**src/rtl/bcd_count_ctrl.sv**
```systemverilog
// Two-digit BCD up-counter with an IDLE/RUN/PAUSE/DONE control FSM,
// a terminal-count compare, a preset load and a rejected-load error pulse.
module bcd_count_ctrl #(
  parameter int WRAP = 1
) (
  input  logic       clk,
  input  logic       rst,
  input  logic       start,
  input  logic       stop,
  input  logic       clear,
  input  logic       load,
  input  logic [7:0] load_val,
  input  logic [7:0] tc_val,
  input  logic       tick,
  output logic [3:0] q_ones,
  output logic [3:0] q_tens,
  output logic       carry,
  output logic       running,
  output logic       done,
  output logic       err,
  output logic [1:0] state_dbg
);

  typedef enum logic [1:0] {IDLE, RUN, PAUSE, DONE} state_t;

  localparam logic HOLD_AT_MAX = (WRAP == 0);

  state_t     state_q, state_d;
  logic [3:0] ones_q, ones_d, tens_q, tens_d;
  logic       err_q, err_d;
  logic [3:0] inc_ones, inc_tens;
  logic       load_ok, tc_ok, inc_en, at_max, hold_max;

  assign load_ok  = (load_val[7:4] <= 4'd9) && (load_val[3:0] <= 4'd9);
  assign tc_ok    = (tc_val[7:4] <= 4'd9) && (tc_val[3:0] <= 4'd9);
  assign inc_en   = (state_q == RUN) && tick && !clear && !load && !stop;
  assign at_max   = (ones_q == 4'd9) && (tens_q == 4'd9);
  assign hold_max = at_max && HOLD_AT_MAX;

  always_comb begin
    inc_ones = ones_q + 4'd1;
    inc_tens = tens_q;
    if (ones_q == 4'd9) begin
      inc_ones = 4'd0;
      inc_tens = (tens_q == 4'd9) ? 4'd0 : tens_q + 4'd1;
    end
  end

  // Command priority: clear > load > stop > start; the increment only
  // happens when none of clear/load/stop is present.
  always_comb begin
    state_d = state_q;
    ones_d  = ones_q;
    tens_d  = tens_q;
    err_d   = 1'b0;
    if (clear) begin
      state_d = IDLE;
      ones_d  = 4'd0;
      tens_d  = 4'd0;
    end else if (load) begin
      if (load_ok) begin
        ones_d = load_val[3:0];
        tens_d = load_val[7:4];
        if (state_q != RUN) state_d = IDLE;
      end else begin
        err_d = 1'b1;
      end
    end else if (stop) begin
      if (state_q == RUN) state_d = PAUSE;
    end else if (start) begin
      if (state_q == IDLE || state_q == PAUSE) state_d = RUN;
    end
    if (inc_en) begin
      if (hold_max) begin
        state_d = DONE;
      end else begin
        ones_d = inc_ones;
        tens_d = inc_tens;
        if (tc_ok && {inc_tens, inc_ones} == tc_val) state_d = DONE;
      end
    end
  end

  always_ff @(posedge clk or posedge rst) begin
    if (rst) begin
      state_q <= IDLE;
      ones_q  <= 4'd0;
      tens_q  <= 4'd0;
      err_q   <= 1'b0;
    end else begin
      state_q <= state_d;
      ones_q  <= ones_d;
      tens_q  <= tens_d;
      err_q   <= err_d;
    end
  end

  assign q_ones    = ones_q;
  assign q_tens    = tens_q;
  assign carry     = inc_en && (ones_q == 4'd9) && !hold_max;
  assign running   = (state_q == RUN);
  assign done      = (state_q == DONE);
  assign err       = err_q;
  assign state_dbg = state_q;

endmodule

```
**config.mk**
```make
export PLATFORM = sky130hd
export DESIGN_NAME = bcd_count_ctrl
export DESIGN_NICKNAME = d
export VERILOG_FILES = /design/src/rtl/bcd_count_ctrl.sv
export SDC_FILE = /design/constraint.sdc
export NUM_CORES = 1
export LEC_CHECK = 0
export ABC_CLOCK_PERIOD_IN_PS = 2500
export CAP_MARGIN = 20
export CORE_MARGIN = 2
export CORE_UTILIZATION = 43
export DETAILED_ROUTE_END_ITERATION = 8
export PLACE_DENSITY = 0.78
export SLEW_MARGIN = 20
export SYNTH_ARGS = -nofsm -noshare
export SYNTH_HDL_FRONTEND = slang
export SYNTH_SLANG_ARGS = --single-unit
```
**constraint.sdc**
```tcl
create_clock -name clk -period 2.5 [get_ports clk]
set_input_delay 0.5 -clock clk [delete_from_list [all_inputs] [get_ports clk]]
set_output_delay 0.5 -clock clk [all_outputs]
set_load 0.05 [all_outputs]
```
==> run metrics, run 1 <==
Final Cycle Share 0.9498; Port Buffer Count 36; drt total wl 2706 um; Final Util 0.6569; initial antenna violation count 0; crit path launch clear; 1st-iter DRT viols 21; final setup margin 125.5 ps; Leakage 0.5733 nW; final setup fails 0; DPL Wire Length 2106 um; unrepaired setup endpoints after global routing false; Clock Sinks 11; fin crit period 2374 ps; RR Endpoint state_dbg[1]$_DFF_PP0_; core region area 2170 sq um; Seq/Total Area, Yosys 0.2817; CTS HTree Levels 1; share of the synthesized area in the top cell type 0.2817; P per Cell Area 350.8 nW/um^2; DR pass1 iterations 5; post-CTS sizing 0; fraction of layout cells with a size suffix above 1 0.1226; reg2reg path depth 6; critical path startpoint category input pin; Die Span Y 51.67 um; drt wl/cell 14.79 um; Worst Skew 8.865 ps; Reg-to-Reg Start q_ones[0]$_DFFE_PP0P_; reg2reg setup slack 440 ps; starting density of the core 0.4504; WP data required 2000 ps; clk buf depth 2; Max rail drop VDD 0.0002717 V; first-pass GRT wire length 4643 um; CTS buffer count 3; fmax 421.1 MHz; Hold Worst Slack 532.9 ps; run status completed; combinational share of power 0.341; Fin Setup TNS 0 ps; Max FO, Critical Path 12; worst hold-check path type in2async; vias in the first global route 1052; # diodes 0; fraction of registers with async set/reset 1.000; Yosys cell types 44; Remaining Overflow, GRT 0; P&R area growth vs syn 45.84%; root buffer cell clkbuf_4; maxcap violations 0; pre-CTS setup slack 79.08 ps; internal power 0.3315 mW; yosys warns 0; drt drc 0; Skew-Pair Late Insertion Delay 270 ps; CTS tree built; Synth Area per Inst 8.572 sq um; end of the critical path carry; IO Count 37; crit end category primary output; syn nets 139; share of power burned in registers 0.404; nets@finish 181; dominant cell type by area after synthesis dfrtp_1; Switching Share 0.3369; Post-Synthesis Cells 114; top post-synthesis cells by area dfrtp_1, mux2i_1, nand2_1; largest net degree at the start of global routing 13; predominant post-synthesis flop cell dfrtp_1; Clock Power Share 0.255; Die Width 51.67 um; Psw 0.1684 mW; final estimated routing congestion in global placement 0.8389; Site Rows 17; number of synthesized flops with an enable pin 0; max-slew violation count 0; WS Path Type in2out; Hold Buf Count CTS 0; Worst-Margin Slew 530.5 ps; die area 2670 sq um; Final Hold Vio Count 0; clock slew seen by the registers of the worst setup and hold paths 80 ps; vias 1059; Synth Cell Area 977.2 sq um; Slew HR 0.6452; post-CTS setup-driven buffer insertion count 0; vias per inst 5.787; post-synthesis register bit count 11; Worst Path Arrival 1870 ps; GR Util All Layers 0.2272; Routed Antenna Nets 0
## state kept, by name (all words and copies together), names as in the netlist
| signal | cells |
|---|---|
| err | 1 |
| q_tens | 4 |
| q_ones | 4 |
| state_dbg | 2 |
## power groups by stage
stage / combinational, mW / clock [mW] / sequential [mW]
2_1_floorplan: 0.0739 / 0 / 0.227
3_3_place_gp: 0.167 / 0 / 0.204
3_5_place_dp: 0.170 / 0 / 0.205
4_1_cts: 0.171 / 0.128 / 0.202
5_1_grt: 0.182 / 0.140 / 0.204
6_report: 0.171 / 0.127 / 0.202
## cell usage after synthesis, types with 2 or more instances
cell type / instances
dfrtp_1: 11
buf_6: 2
nand2_1: 14
o21ai_1: 2
xor2_1: 2
o21ai_0: 10
nand4_1: 2
inv_1: 5
a21oi_1: 2
and2_1: 2
nand3_1: 5
o22ai_1: 6
nor2_1: 5
xnor2_1: 6
ha_1: 2
mux2i_1: 8
nor2b_1: 3
## stage by stage
stage	cell area [sq um]	std cells	power, mW
2_1_floorplan	987.2	114	0.3007
3_3_place_gp	1399	179	0.3717
3_5_place_dp	1399	179	0.3749
4_1_cts	1425	183	0.5009
5_1_grt	1425	183	0.5266
6_report	1425	183	0.4999
## cell families after synthesis
| group | share of synthesized area |
|---|---|
| AO/OA/AOI/OAI | 0.2228 |
| XOR/XNOR | 0.07171 |
| adder cells (fa/ha/maj) | 0.02560 |
| buffers and inverters | 0.05121 |
| flip-flops | 0.2817 |
| multiplexers | 0.09347 |
| AND/OR/NAND/NOR | 0.2535 |
## worst min-delay path by stage
| stage | from | end | slack [ps] | depth (start not counted) |
|---|---|---|---|---|
| floorplan | rst | err$_DFF_PP0_ | 350 | 1 |
| global placement | state_dbg[0]$_DFF_PP0_ | state_dbg[0]$_DFF_PP0_ | 630 | 2 |
| detailed placement | state_dbg[0]$_DFF_PP0_ | state_dbg[0]$_DFF_PP0_ | 640 | 2 |
| CTS | rst | err$_DFF_PP0_ | 560 | 2 |
| global route | rst | q_tens[0]$_DFFE_PP0P_ | 590 | 2 |
| finish | rst | err$_DFF_PP0_ | 530 | 2 |
## placed cells by master, fill, tap and decap left out, drive strengths merged, types with 3 or more instances in the layout
cell type and instances:
a21oi 3, buf 6, clkbuf 4, clkdlybuf4s50 35, dfrtp 11, inv 5
mux2i 8, nand2 14, nand3 5, nor2 5, nor2b 4, o21ai 12
o22ai 6, xnor2 6
## cell type report
cell class	count	area [sq um]
repair buffers	41	407.9
inverters	5	18.77
fillers	196	744.5
flip-flops and latches	11	275.3
clock buffers	4	26.28
multi-input cells	94	661.9
well taps	28	35.03
## per-layer routing
metal | share of wire | track usage | routed length, um | vias to the layer above
li1 | - | - | - | 504
met1 | 0.44 | 0.2950 | 1189 | 489
met2 | 0.48 | 0.3868 | 1288 | 58
met3 | 0.058 | 0.01149 | 157 | 8
met4 | 0.026 | 0.1053 | 71 | 0
met5 | 0 | 0 | 0 | -
## critical path: stages
cell and delay, ps:
clkdlybuf4s50_1 440, nor4b_2 330, nand2_1 100, buf_4 190
nor2_2 160, buf_12 160
No activity file was read; power rests on OpenSTA's default activity.
==> run 2: changes to the inputs <==
--- a/config.mk
+++ b/config.mk
@@ -11,6 +11,7 @@
 export CORE_UTILIZATION = 43
 export DETAILED_ROUTE_END_ITERATION = 8
 export PLACE_DENSITY = 0.78
+export RECOVER_POWER = 100
 export SLEW_MARGIN = 20
 export SYNTH_ARGS = -nofsm -noshare
 export SYNTH_HDL_FRONTEND = slang
==> run 2 against run 1 <==
Register-to-register slack improved by 20 ps. Wire length fell by 0.11%. Count of clock-buffer cells in the layout did not move. Critical path depth did not move.
==> run metrics, run 2 (synthesized netlist as in run 1, its figures left out) <==
Die Span Y 51.67 um; GR Util All Layers 0.2272; first-pass GRT wire length 4643 um; WP data required 2000 ps; final setup margin 92.06 ps; IO Count 37; Max FO, Critical Path 12; Clock Sinks 11; Final Cycle Share 0.9632; Site Rows 17; # diodes 0; Port Buffer Count 36; initial antenna violation count 0; Final Util 0.6494; Die Width 51.67 um; maxcap violations 0; root buffer cell clkbuf_4; post-CTS setup-driven buffer insertion count 0; final setup fails 0; # placed instances 179; run status completed; critical path startpoint category input pin; drt wl/cell 14.77 um; Non-Filler Instances 183; CTS buffer count 3; Tot Pwr 0.4961 mW; Hold Worst Slack 667.4 ps; fin area 1409 sq um; nets@finish 181; Skew-Pair Late Insertion Delay 270 ps; vias per inst 5.852; core region area 2170 sq um; largest net degree at the start of global routing 13; Routed Antenna Nets 0; Worst-Margin Slew 549.9 ps; DR pass1 iterations 4; Fin Setup TNS 0 ps; fraction of layout cells with a size suffix above 1 0.1161; worst hold-check path type in2async; P&R area growth vs syn 44.17%; 1st-iter DRT viols 21; Multi-input gate area 661.9 sq um; crit end category primary output; unrepaired setup endpoints after global routing false; drt drc 0; most frequent cells in the layout clkdlybuf4s50_1, dlygate4sd3_1, nand2_1; Leakage 0.6070 nW; Placed Instance Area 1399 sq um; fillcell total 200; critical path, cell by cell clkdlybuf4s50_1 > nor4b_2 > nand2_1 > buf_4 > nor2_2 > clkbuf_4; drt total wl 2703 um; Switching Share 0.3409; slowest CP cell clkdlybuf4s50_1; most common cell after layout, fill and taps aside clkdlybuf4s50_1; CP delay by family, top buffers and inverters; WS Path Type in2out; fmax 415.3 MHz; Hold Buf Count CTS 0; combinational share of power 0.335; CTS HTree Levels 1; clk buf depth 2; Worst Path Arrival 1910 ps; Psw 0.1691 mW; internal power 0.3270 mW; Seq. cell area 275.3 sq um; CP max stage delay 440 ps; Slew HR 0.6322; Worst Skew 7.805 ps; fin crit period 2408 ps; Clock Power Share 0.259; Max rail drop VDD 0.0002707 V; crit path buf inv count 3; Remaining Overflow, GRT 0; die area 2670 sq um; CTS tree built; share of power burned in registers 0.406; pre-CTS setup slack 79.08 ps; starting density of the core 0.4504; final estimated routing congestion in global placement 0.8389; post-CTS sizing 0; vias in the first global route 1052; max-slew violation count 0; Final Hold Vio Count 0; vias 1071; P per Cell Area 352.1 nW/um^2; DPL Wire Length 2106 um; clock slew seen by the registers of the worst setup and hold paths 80 ps
[run 2: layer usage]
metal	vias up	track usage	share of wire	wire length [um]
met2	55	0.3868	0.48	1293
li1	505	-	-	-
met3	8	0.01149	0.048	131
met5	-	0	0	0
met4	0	0.1053	0.024	64
met1	503	0.2950	0.45	1213
[run 2: cell type report]
| cell class | count | area share |
|---|---|---|
| multi-input cells | 94 | 0.4698 |
| repair buffers | 41 | 0.2780 |
| flip-flops and latches | 11 | 0.1954 |
| well taps | 28 | 0.02487 |
| clock buffers | 4 | 0.01865 |
| inverters | 5 | 0.01332 |
[run 2: final timing paths]
check / start / endpoint / slack [ps] / depth (start not counted)
worst max-delay path: clear / carry / 90 / 6
worst max register to register: q_ones[0]$_DFFE_PP0P_ / state_dbg[1]$_DFF_PP0_ / 460 / 6
min in group clk: q_tens[0]$_DFFE_PP0P_ / q_tens[0]$_DFFE_PP0P_ / 670 / 1
max in group asynchronous: rst / q_tens[1]$_DFFE_PP0P_ / 1510 / 2
worst min-delay path: rst / err$_DFF_PP0_ / 670 / 2
worst min register to register: q_tens[0]$_DFFE_PP0P_ / q_tens[0]$_DFFE_PP0P_ / 670 / 1
[run 2: power by group through the flow]
stage / Clock [mW] / Combinational [mW] / Sequential (mW)
after global placement: 0 / 0.167 / 0.204
final: 0.128 / 0.166 / 0.201
after CTS: 0.128 / 0.171 / 0.202
after global routing: 0.140 / 0.177 / 0.204
after detailed placement: 0 / 0.170 / 0.205
after floorplan: 0 / 0.0739 / 0.227
[run 2: worst reg2reg max path, stage by stage, from the launching register on]
cell and delay (ps):
dfrtp_1 550, and4bb_2 360, mux2i_1 320, and3_1 190
o21ai_0 90, a211o_1 320, a31oi_1 140
